===== src/rtl/eco_y_cmp_monitor.sv =====
// ---------------------------------------------------------------------------
// eco_y_cmp_monitor
//
// Purpose:
//   Checker placed downstream of the 5x5->3 gate-level ECO test netlists.
//   Every cycle, the golden netlist and the revised netlist receive the same
//   A/B vector. This block compares their 3-bit Y outputs. It counts the
//   accepted vectors and the mismatching ones, and captures the first failing
//   vector. The run result is reported as busy/done/pass.
//
// Handshake:
//   There is no backpressure. A vector is accepted on every rising clk edge
//   where the FSM is in RUN and in_valid=1. When in_valid=0, or when the FSM
//   is outside RUN, the vector inputs are ignored. A start is accepted only
//   in IDLE or DONE.
//
// Ports:
//   clk, rst     rising-edge clock; synchronous active-high reset
//   start        begin a run (honoured in IDLE/DONE only)
//   num_vec      vectors to check, latched on an accepted start
//   in_valid     in_a/in_b/y_gold/y_rev carry a vector this cycle
//   in_a, in_b   operands applied to both netlists (captured on first miss)
//   y_gold       Y of the original netlist
//   y_rev        Y of the revised netlist
//   busy         1 while in RUN
//   done         1 while in DONE (level)
//   pass         done with zero mismatches
//   vec_cnt      vectors accepted in the current/last run
//   mism_cnt     mismatching vectors, saturating at all ones
//   first_vld    first_a/first_b/first_diff hold valid data
//   first_a/b    operands of the first mismatch
//   first_diff   y_gold ^ y_rev of the first mismatch
//   state_dbg    current FSM state (0=IDLE, 1=RUN, 2=DONE) for checkers
// ---------------------------------------------------------------------------
module eco_y_cmp_monitor #(
  parameter int VW           = 16,
  parameter int CW           = 8,
  parameter int STOP_ON_FAIL = 0
) (
  input  logic          clk,
  input  logic          rst,
  input  logic          start,
  input  logic [VW-1:0] num_vec,
  input  logic          in_valid,
  input  logic [4:0]    in_a,
  input  logic [4:0]    in_b,
  input  logic [2:0]    y_gold,
  input  logic [2:0]    y_rev,
  output logic          busy,
  output logic          done,
  output logic          pass,
  output logic [VW-1:0] vec_cnt,
  output logic [CW-1:0] mism_cnt,
  output logic          first_vld,
  output logic [4:0]    first_a,
  output logic [4:0]    first_b,
  output logic [2:0]    first_diff,
  output logic [1:0]    state_dbg
);

  typedef enum logic [1:0] {
    S_IDLE = 2'd0,
    S_RUN  = 2'd1,
    S_DONE = 2'd2
  } state_t;

  state_t        state_q;
  state_t        state_d;
  logic [VW-1:0] tgt_q;
  logic [VW-1:0] vec_cnt_inc;
  logic          start_ok;
  logic          accept;
  logic          mism;
  logic          last_vec;
  logic          stop_now;

  // Shared decode used by both the FSM and the datapath.
  always_comb begin
    start_ok    = start && ((state_q == S_IDLE) || (state_q == S_DONE));
    accept      = (state_q == S_RUN) && in_valid;
    // With the case inequality, an X on either Y counts as a miss in simulation.
    mism        = (y_gold !== y_rev);
    vec_cnt_inc = vec_cnt + {{(VW-1){1'b0}}, 1'b1};
    // tgt_q >= 1 whenever we are in RUN, so vec_cnt < tgt_q and this cannot wrap.
    last_vec    = (vec_cnt_inc == tgt_q);
    stop_now    = last_vec || ((STOP_ON_FAIL != 0) && mism);
  end

  // FSM: state register
  always_ff @(posedge clk) begin
    if (rst) state_q <= S_IDLE;
    else     state_q <= state_d;
  end

  // FSM: next-state logic
  always_comb begin
    state_d = state_q;
    case (state_q)
      S_IDLE, S_DONE: begin
        if (start) state_d = (num_vec == '0) ? S_DONE : S_RUN;
      end
      S_RUN: begin
        if (accept && stop_now) state_d = S_DONE;
      end
      default: state_d = S_IDLE;
    endcase
  end

  // FSM: outputs decoded from the registered state
  always_comb begin
    busy      = (state_q == S_RUN);
    done      = (state_q == S_DONE);
    pass      = (state_q == S_DONE) && (mism_cnt == '0);
    state_dbg = state_q;
  end

  // Datapath: counters, target and first-mismatch capture
  always_ff @(posedge clk) begin
    if (rst) begin
      tgt_q      <= '0;
      vec_cnt    <= '0;
      mism_cnt   <= '0;
      first_vld  <= 1'b0;
      first_a    <= '0;
      first_b    <= '0;
      first_diff <= '0;
    end else if (start_ok) begin
      tgt_q      <= num_vec;
      vec_cnt    <= '0;
      mism_cnt   <= '0;
      first_vld  <= 1'b0;
      first_a    <= '0;
      first_b    <= '0;
      first_diff <= '0;
    end else if (accept) begin
      vec_cnt <= vec_cnt_inc;
      if (mism && (mism_cnt != {CW{1'b1}})) begin
        mism_cnt <= mism_cnt + {{(CW-1){1'b0}}, 1'b1};
      end
      if (mism && !first_vld) begin
        first_vld  <= 1'b1;
        first_a    <= in_a;
        first_b    <= in_b;
        first_diff <= y_gold ^ y_rev;
      end
    end
  end

endmodule


===== config.mk =====
export PLATFORM = sky130hd
export DESIGN_NAME = eco_y_cmp_monitor
export DESIGN_NICKNAME = d
export VERILOG_FILES = /design/src/rtl/eco_y_cmp_monitor.sv
export SDC_FILE = /design/constraint.sdc
export NUM_CORES = 1
export LEC_CHECK = 0
export CORE_MARGIN = 1
export CORE_UTILIZATION = 45
export CTS_CLUSTER_DIAMETER = 40
export DETAILED_ROUTE_END_ITERATION = 10
export PLACE_DENSITY = 0.78
export SLEW_MARGIN = 20
export SYNTH_ARGS = -nofsm -noshare
export SYNTH_HDL_FRONTEND = slang
export SYNTH_SLANG_ARGS = --single-unit

===== constraint.sdc =====
create_clock -name clk -period 2.9 [get_ports clk]
set_input_delay 0.87 -clock clk [delete_from_list [all_inputs] [get_ports clk]]
set_output_delay 0.87 -clock clk [all_outputs]
set_load 0.01 [all_outputs]

==> results.cfg <==
[power]
power_leakage_nw = 1.343
p_per_area_nw_per_um2 = 405.9
p_total_mw = 1.508
ir_worst_vdd_uv = 210.3

[detailed_routing]
wl_per_cell_um = 13.39
drc = 0
drtIter0Drc = 125
via_per_inst = 5.191
antenna_left = 0
first_pass_iters = 4
routed_wl_mm = 6.534
num_vias = 2533

[worst_setup_path]
critical_path_class = reg -> out
critPathSlowestCell = clkdlybuf4s50_1
max_stage_delay_ns = 0.59
required_ns = 2.03
crit_chain = nor2b_1, clkdlybuf4s50_1
worst-path-buf-inv = 1
r2r_start = vec_cnt[0]$_SDFFE_PP0P_
end_kind = output port
crit_family = buffers and inverters
startpoint_type = flop
crit_fanout = 5
arrival_ns = 1.58
crit_path_start = state_dbg[1]$_SDFFE_PP0P_

[timing]
worst_pin_slew_ns = 0.4305
fin_skew_ns = 0.01018
max_slew_margin_pct = 71.26
setup_viol = 0
hold_violations = 0
period_minus_slack_ns = 2.450
finalSetupTns_ns = 0
rsz0062_at_grt = no
slew_viol_final = 0
max_freq_mhz = 408.1
finalCritPeriodShare_pct = 84.49

[floorplan]
rows = 28
die_w_um = 80.07
start_util_pct = 46.60
coreArea_um2 = 5886
io_pins = 79
die_area_um2 = 6411
fp.dieH_um = 80.07

[place]
place_area_um2 = 3617
hpwlAfterDp_mm = 4.859
gp_congestion = 0.8308
io_buffers = 78

[cells_and_area]
antennaDiodeCount = 0
syn_to_final_growth_pct = 35.49
nets = 451
drive_gt1_share_pct = 6.780
postLayoutCoreUtil_pct = 63.14
fin_area_um2 = 3716

[job]
maxCapViolCount = 0

[synthesis]
synth_top_cell_area_share_pct = 40.88
avgSynthCellArea_um2 = 8.187
yosysWarnings = 0
ys_seq_elements = 56
synthArstFlopShare_pct = 0
yosys-top-cells-count = 66 x nand2_1, 56 x dfxtp_1, 32 x a21oi_1
synthCells = 335
synth.area.top_cells = dfxtp_1 41%, nand2_1 9.0%, xor2_1 7.7%
yosysUniqueCellTypes = 49
yosys.cell_count.top_type = nand2_1
synth_ff_type = dfxtp_1
synth_fp_nets = 374
synth_top_area_cell = dfxtp_1
ys_seq_area_share_pct = 40.88
synthesis.area_um2 = 2743
synth-edff-count = 0

[clock_tree]
cts_resized = 0
cts_setup_buffers = 0
numCtsBuffers = 5
clock-sinks = 56
cts_tree = done
path_clk_slew_ns = 0.10
cts_hold_buffers = 0
insertion_delay_ns = 0.31
cts_max_path_buffers = 2
h-tree-depth = 2
ctsRootBufferMaster = clkbuf_8

[outcome]
status = completed

[worst_hold_path]
min_path_type = reg -> reg
worstHoldStart = first_a[1]$_SDFFE_PP0P_

[global_route]
grt_max_degree = 39
grt_pass1_wl_mm = 10.57
antenna_found_initial = 0
track_usage_pct = 21.25
grt_pass1_vias = 2186
grt_overflow = 0
## final timing paths
path / to / slack, ns / cells past startpoint
worst max-delay path: done / 0.45 / 2
worst min-delay path: first_a[1]$_SDFFE_PP0P_ / 0.46 / 2
worst min register to register: first_a[1]$_SDFFE_PP0P_ / 0.46 / 2
worst max register to register: state_dbg[0]$_SDFFE_PP0P_ / 0.58 / 7
## metal layers
layer / track usage, % / part of all wire, %
met1: 28.91 / 47
met2: 34.36 / 47
met3: 3.750 / 4.7
met4: 6.071 / 1.1
met5: 0 / 0
## state kept, by name, indices dropped and copies added, names as in the netlist
| name | count |
|---|---|
| first_vld | 1 |
| first_diff | 3 |
| vec_cnt | 16 |
| tgt_q | 16 |
| state_dbg | 2 |
| mism_cnt | 8 |
| first_b | 5 |
| first_a | 5 |
## worst min-delay path, delay by kind of cell (launching register included)
kind,cells,cell delay [ns]
AO/OA/AOI/OAI,1,0.05
flip-flops,1,0.32
AND/OR/NAND/NOR,1,0.05
## cells in the final DEF, fill, tap and decap left out, types with 2 or more instances in the layout
master / count
clkbuf_8: 6
o21ai_0: 4
nand2_1: 66
nand3b_1: 2
inv_1: 4
clkdlybuf4s50_1: 77
or3_1: 2
xnor2_1: 19
and3_1: 7
ha_1: 3
or2_2: 3
nand2b_1: 4
nand4_1: 6
mux2i_1: 2
buf_4: 10
xor2_1: 24
dfxtp_1: 56
nor2_1: 31
a31o_2: 2
nand3_1: 11
nor2b_1: 3
a211oi_1: 4
a21oi_1: 32
nor4_1: 8
## logic make-up after synthesis
family / Yosys count / share of synthesized area (%)
flip-flops: 56 / 40.88
AND/OR/NAND/NOR: 154 / 27.24
AO/OA/AOI/OAI: 55 / 12.77
buffers and inverters: 22 / 3.284
XOR/XNOR: 43 / 13.73
multiplexers: 2 / 0.7300
adder cells (fa/ha/maj): 3 / 1.369
## stage by stage
step / hold slack [ns] / setup WS (ns) / std cells
2_1_floorplan: 0.4478 / 0.7103 / 335
3_3_place_gp: 0.4423 / 0.3614 / 480
3_5_place_dp: 0.4459 / 0.3199 / 480
4_1_cts: 0.4612 / 0.09638 / 488
5_1_grt: 0.4799 / 0.2780 / 488
6_report: 0.4584 / 0.4498 / 488
## final cells by class
| type | instances | area (µm²) |
|---|---|---|
| multi-input combinational | 257 | 1531 |
| clock buffer | 6 | 82.58 |
| timing repair buffer | 88 | 858.3 |
| tap | 75 | 93.84 |
| fill | 528 | 2170 |
| clock inverter | 2 | 13.76 |
| inverter | 4 | 15.01 |
| sequential | 56 | 1121 |
## power breakdown
| group | switching [mW] | internal, mW | leakage, nW | total [mW] |
|---|---|---|---|---|
| clock | 0.257 | 0.196 | 0.0516 | 0.453 |
| combinational | 0.114 | 0.126 | 0.837 | 0.240 |
| sequential | 0.0209 | 0.794 | 0.455 | 0.815 |
Power figures use the tool's default switching activity.
==> patch 1, RTL diff (same settings) <==
Register the input `start` before use. The logic sees it one clock later. The other inputs are not delayed to match.
--- a/src/rtl/eco_y_cmp_monitor.sv
+++ b/src/rtl/eco_y_cmp_monitor.sv
@@ -65,4 +65,10 @@
   } state_t;
 
+  logic start_q;
+
+  always_ff @(posedge clk) begin
+    start_q <= start;
+  end
+
   state_t        state_q;
   state_t        state_d;
@@ -77,5 +83,5 @@
   // Shared decode used by both the FSM and the datapath.
   always_comb begin
-    start_ok    = start && ((state_q == S_IDLE) || (state_q == S_DONE));
+    start_ok    = start_q && ((state_q == S_IDLE) || (state_q == S_DONE));
     accept      = (state_q == S_RUN) && in_valid;
     // With the case inequality, an X on either Y counts as a miss in simulation.
@@ -98,5 +104,5 @@
     case (state_q)
       S_IDLE, S_DONE: begin
-        if (start) state_d = (num_vec == '0) ? S_DONE : S_RUN;
+        if (start_q) state_d = (num_vec == '0) ? S_DONE : S_RUN;
       end
       S_RUN: begin
Check against the original RTL: not equivalent (a bounded check fails within 4 cycles, from zero or initial values and one cycle with rst high).
==> patch 1 against the original RTL <==
Synthesized area grew 1.4%; design area up 2.1%; count of clock-buffer cells in the layout increased by 6; routed wire length rose by 6.1%; setup slack got worse by 80 ps; sequential cell count up 1; power is 17% higher; synthesized cell count increased by 2.4%.
==> patch 1: results (changes against the original RTL) <==
qor: route.detail_route.wirelength 6.93 mm [+6.1%]
qor: synthesis.ys_seq_area_share 41.0% [+0.15 points]
qor: route.drt_pre_antenna_iters 4 [unchanged]
qor: hold_path.critical_hold_path_startpoint first_a[1]
qor: synthesis.synth_fp_nets 382 [+2.1%]
qor: cells_and_area.post_layout_nets 456 [+1.1%]
qor: global_routing.grt_first_pass_wirelength 11.1 mm [+5.3%]
qor: setup_path.top_family_by_delay_on_critical_path buffers and inverters
qor: hold_path.min_path_type flop to flop
qor: setup_path.rrSetupSlack 470 ps [-110 ps]
qor: clocking.post_cts_buffers 0 [unchanged]
qor: global_routing.via_count_of_the_first_global_routing_pass 2,358 [+7.9%]
qor: pwr.max-vdd-ir-drop 0.274 mV [+30%]
qor: setup_path.slowest_stage clkdlybuf4s50_1
qor: sta.worst_hold_slack 455 ps [-3.65 ps]
qor: cells_and_area.drive_gt1_share 6.65% [-0.13 points]
qor: clocking.h_tree_levels 3 [+1]
qor: sta.final.setup_skew 10.7 ps [+0.532 ps]
qor: place.hpwlAfterDp 4.92 mm [+1.4%]
qor: setup_path.worst_r2r_start vec_cnt[2]
qor: synthesis.top_cells_by_area_synth dfxtp_1 (41%), nand2_1 (9.4%), xnor2_1 (9.1%)
qor: sta.worstMarginPinSlew 1050 ps [+621 ps]
qor: place.placed_area 0.00361 mm² [-0.31%]
qor: clocking.cts-root-to-sink-buffers 2 [unchanged]
qor: setup_path.r2r_end state_dbg[0]
qor: setup_path.worst-endpoint-arrival 1660 ps [+80 ps]
qor: synthesis.ys_types 43 [-12%]
qor: clocking.cts_root_buf clkbuf_8
qor: setup_path.critical_path_peak_fanout 8 [+3]
qor: route.drt_iter0_markers 185 [+48%]
qor: clocking.tritoncts.num_buffers 9 [+4]
qor: clocking.path_clk_slew 60 ps [-40 ps]
qor: cells_and_area.diodes 0 [unchanged]
qor: global_routing.grt.total_usage 22.5% [+1.3 points]
qor: clocking.insertion_delay 330 ps [+20 ps]
qor: hold_path.worst_hold_path_depth 2 [unchanged]
qor: place.io_buffer_count 78 [unchanged]
qor: global_routing.antenna_violations_before_repair 0 [unchanged]
qor: place.globalplace.congestion 0.805 [-3.2%]
qor: outcome.run_status finished clean
qor: pwr.cellLeakagePower 1.34 nW [-0.50%]
qor: setup_path.worst-r2r-cell-count 6 [-1]
qor: synthesis.synth.top_cells.by_count nand2_1 (70), dfxtp_1 (57), a21oi_1 (32), nor2_1 (32), xnor2_1 (29)
qor: global_routing.maximum_number_of_pins_on_one_net_before_global_route_repair 38 [-2.6%]
qor: clocking.cts_tree yes
qor: route.num_vias 2,644 [+4.4%]
## patch 1: per-stage QoR
step | setup WS [ps] | power (mW) | cells | util, %
2_1_floorplan | 710 | 0.966 | 343 | -
3_3_place_gp | 431 | 1.08 | 481 | 60.5
3_5_place_dp | 379 | 1.08 | 481 | 60.5
4_1_cts | 13.4 | 1.77 | 496 | 63.5
5_1_grt | 260 | 1.83 | 496 | 63.7
6_report | 370 | 1.76 | 496 | 63.7
## patch 1: area by class of cell
type | instances | area (µm²)
Clock inverter | 3 | 42.5
Fill cell | 514 | 2160
Clock buffer | 12 | 135
Tap cell | 75 | 93.8
Inverter | 6 | 22.5
Sequential cell | 57 | 1140
Timing Repair Buffer | 85 | 836
Multi-Input combinational cell | 258 | 1520
## patch 1: layer usage
| layer | vias to the layer above | wire length (µm) | GRT usage, % |
|---|---|---|---|
| met4 | 0 | 119 | 7.50 |
| li1 | 1317 | - | - |
| met3 | 15 | 362 | 5.80 |
| met2 | 77 | 3240 | 35.4 |
| met5 | - | 0 | 0 |
| met1 | 1235 | 3210 | 29.8 |
## patch 1: worst max path at each step
stage               slack [ps]          end         start
floorplan                  710  mism_cnt[7]     y_gold[0]
global placement           430  mism_cnt[4]      in_valid
detailed placement         380  mism_cnt[7]      in_valid
CTS                         10         pass   mism_cnt[0]
global route               260         busy  state_dbg[0]
finish                     370         busy  state_dbg[0]
## patch 1: what timing repair did
item                                   4_1_cts  5_1_grt
resized for setup                            0        2
setup endpoints to repair                    0        1
endpoints found under the hold margin        0        0
## patch 1: cells by family after synthesis
logic type,count (synthesis),share of synthesized area [%]
simple gates,154,26.4
buf+inv,28,4.50
fa+ha+maj,3,1.35
xor+xnor,47,14.8
flops,57,41.0
compound gates,53,11.6
mux,1,0.360
## patch 1: worst register-to-register path, delay by kind of cell (launching register included)
family | cells | cell delay, ps
flops | 1 | 550
compound gates | 2 | 340
simple gates | 4 | 1410
## patch 1: where the power goes
part | total (mW) | switching [mW] | internal (mW)
logic | 0.231 | 0.112 | 0.119
registers | 0.834 | 0.0245 | 0.809
clock network | 0.697 | 0.305 | 0.391
total | 1.76 | 0.441 | 1.32
==> patch 2, RTL diff (same flow settings) <==
Without the edit above. `CW`: 8 -> 9.
--- a/src/rtl/eco_y_cmp_monitor.sv
+++ b/src/rtl/eco_y_cmp_monitor.sv
@@ -35,5 +35,5 @@
 module eco_y_cmp_monitor #(
   parameter int VW           = 16,
-  parameter int CW           = 8,
+  parameter int CW           = 9,
   parameter int STOP_ON_FAIL = 0
 ) (
Ports: changed (resized mism_cnt); port bits go from 79 to 80. The function was not compared with the original's and may differ.
==> patch 2 against the original RTL <==
Sequential cell count increased by 1; setup slack got worse by 200 ps; synthesized area increased by 7.6%; design area increased by 8.5%; routed wire length increased by 9.2%; power increased by 29%; clock power increased by 100%; final cell count increased by 5.7%; register-to-register slack improved by 150 ps.
==> patch 2: results (changes against the original RTL) <==
qor: cells_and_area.post_layout_nets 474 [+5.1%]
qor: pwr.max-vdd-ir-drop 0.303 mV [+44%]
qor: place.placed_area 0.00379 mm² [+4.7%]
qor: synthesis.post_synth_fa_ha_maj_area_fraction 1.70% [+0.33 points]
qor: setup_path.crit_startpoint mism_cnt[1]
qor: synthesis.ys_types 47 [-4.1%]
qor: cells_and_area.drive_gt1_share 7.74% [+0.97 points]
qor: pwr.cellLeakagePower 1.46 nW [+8.9%]
qor: setup_path.worst-endpoint-arrival 1780 ps [+200 ps]
qor: synthesis.share_of_cell_area_taken_by_muxes_after_synthesis 1.40% [+0.67 points]
qor: outcome.run_status finished clean
qor: global_routing.grt.total_usage 22.2% [+0.97 points]
qor: global_routing.via_count_of_the_first_global_routing_pass 2,606 [+19%]
qor: hold_path.min_delay_worst_endpoint first_a[2]
qor: synthesis.synth.top_cells.by_count nand2_1 (64), dfxtp_1 (57), nor2_1 (35), a21oi_1 (34), xnor2_1 (27)
qor: synthesis.top_cells_by_area_synth dfxtp_1 (39%), nand2_1 (8.1%), xnor2_1 (8.0%)
qor: global_routing.use_met3 4.17% [+0.42 points]
qor: global_routing.grt_util_met2 35.1% [+0.74 points]
qor: synthesis.fraction_of_the_mapped_netlist_area_in_compound_gates 12.4% [-0.40 points]
qor: synthesis.synth_xor_xnor_area_share 12.5% [-1.3 points]
qor: cells_and_area.reg_top3 tgt_q x16, vec_cnt x16, mism_cnt x9
qor: sta.worst_hold_slack 453 ps [-5.44 ps]
qor: clocking.insertion_delay 340 ps [+30 ps]
qor: route.num_vias 2,765 [+9.2%]
qor: place.hpwlAfterDp 5.28 mm [+8.6%]
qor: setup_path.critPathMaxStageDelay 530 ps [-60 ps]
qor: synthesis.synthCells 359 [+7.2%]
qor: route.dr_wl_cell 13.8 µm [+3.3%]
qor: setup_path.worst_r2r_start vec_cnt[4]
qor: synthesis.ys_seq_area_share 38.7% [-2.2 points]
qor: route.drt_iter0_markers 166 [+33%]
qor: place.post-place-cells 500 [+4.2%]
qor: hold_path.critical_hold_path_startpoint first_a[2]
qor: setup_path.worst-r2r-cell-count 5 [-2]
qor: clocking.tritoncts.num_buffers 9 [+4]
qor: clocking.h_tree_levels 3 [+1]
qor: global_routing.maximum_number_of_pins_on_one_net_before_global_route_repair 31 [-21%]
qor: clocking.path_clk_slew 70 ps [-30 ps]
qor: synthesis.synth_fp_nets 399 [+6.7%]
qor: global_routing.grt_first_pass_wirelength 12.5 mm [+18%]
qor: place.globalplace.congestion 0.865 [+4.1%]
==> patch 2: cell types whose count changed after synthesis, moves of 4 or more <==
cell and change:
xnor2_1 +8, nor3_1 +4, xor2_1 -9, nor2_1 +4
==> patch 2: cell type report <==
class,count,area (µm²),area share (%)
Clock buffer,9,124,3.07
Tap cell,77,96.3,2.39
Inverter,6,22.5,0.559
Timing Repair Buffer,87,851,21.1
Multi-Input combinational cell,273,1680,41.6
Clock inverter,7,118,2.92
Sequential cell,57,1140,28.3
==> patch 2: critical path: cells and delay by family (launching register included) <==
family,cells,cell delay (ps)
simple gates,2,370
fa+ha+maj,1,130
buf+inv,2,610
flops,1,340
==> patch 2: layer usage <==
layer	wire length, µm	vias to the layer above	share of wire, %
met5	0	-	0
met4	170	0	2.4
met3	307	15	4.3
met2	3420	65	48
met1	3240	1293	45
li1	-	1392	-
==> patch 2: how the worst max path moves through the flow <==
| stage | end | slack [ps] |
|---|---|---|
| after floorplan | first_a[1] | 880 |
| after global placement | state_dbg[0] | 270 |
| after detailed placement | state_dbg[0] | 140 |
| after CTS | pass | 220 |
| after global routing | pass | 100 |
| final | pass | 250 |
==> patch 2: report_power, final <==
part	switching [mW]	total, mW	leakage (nW)	internal [mW]
Sequential	0.0223	0.827	0.463	0.805
Combinational	0.102	0.215	0.876	0.113
Clock	0.334	0.906	0.124	0.572
Total	0.458	1.95	1.46	1.49
==> patch 2: logic make-up (layout without fill, tap and decap cells) <==
| kind of cell | Yosys count | count (layout) |
|---|---|---|
| AO/OA/AOI/OAI | 57 | 57 |
| multiplexers | 4 | 4 |
| buffers and inverters | 29 | 109 |
| XOR/XNOR | 42 | 42 |
| adder cells (fa/ha/maj) | 4 | 4 |
| flip-flops | 57 | 57 |
| AND/OR/NAND/NOR | 166 | 166 |
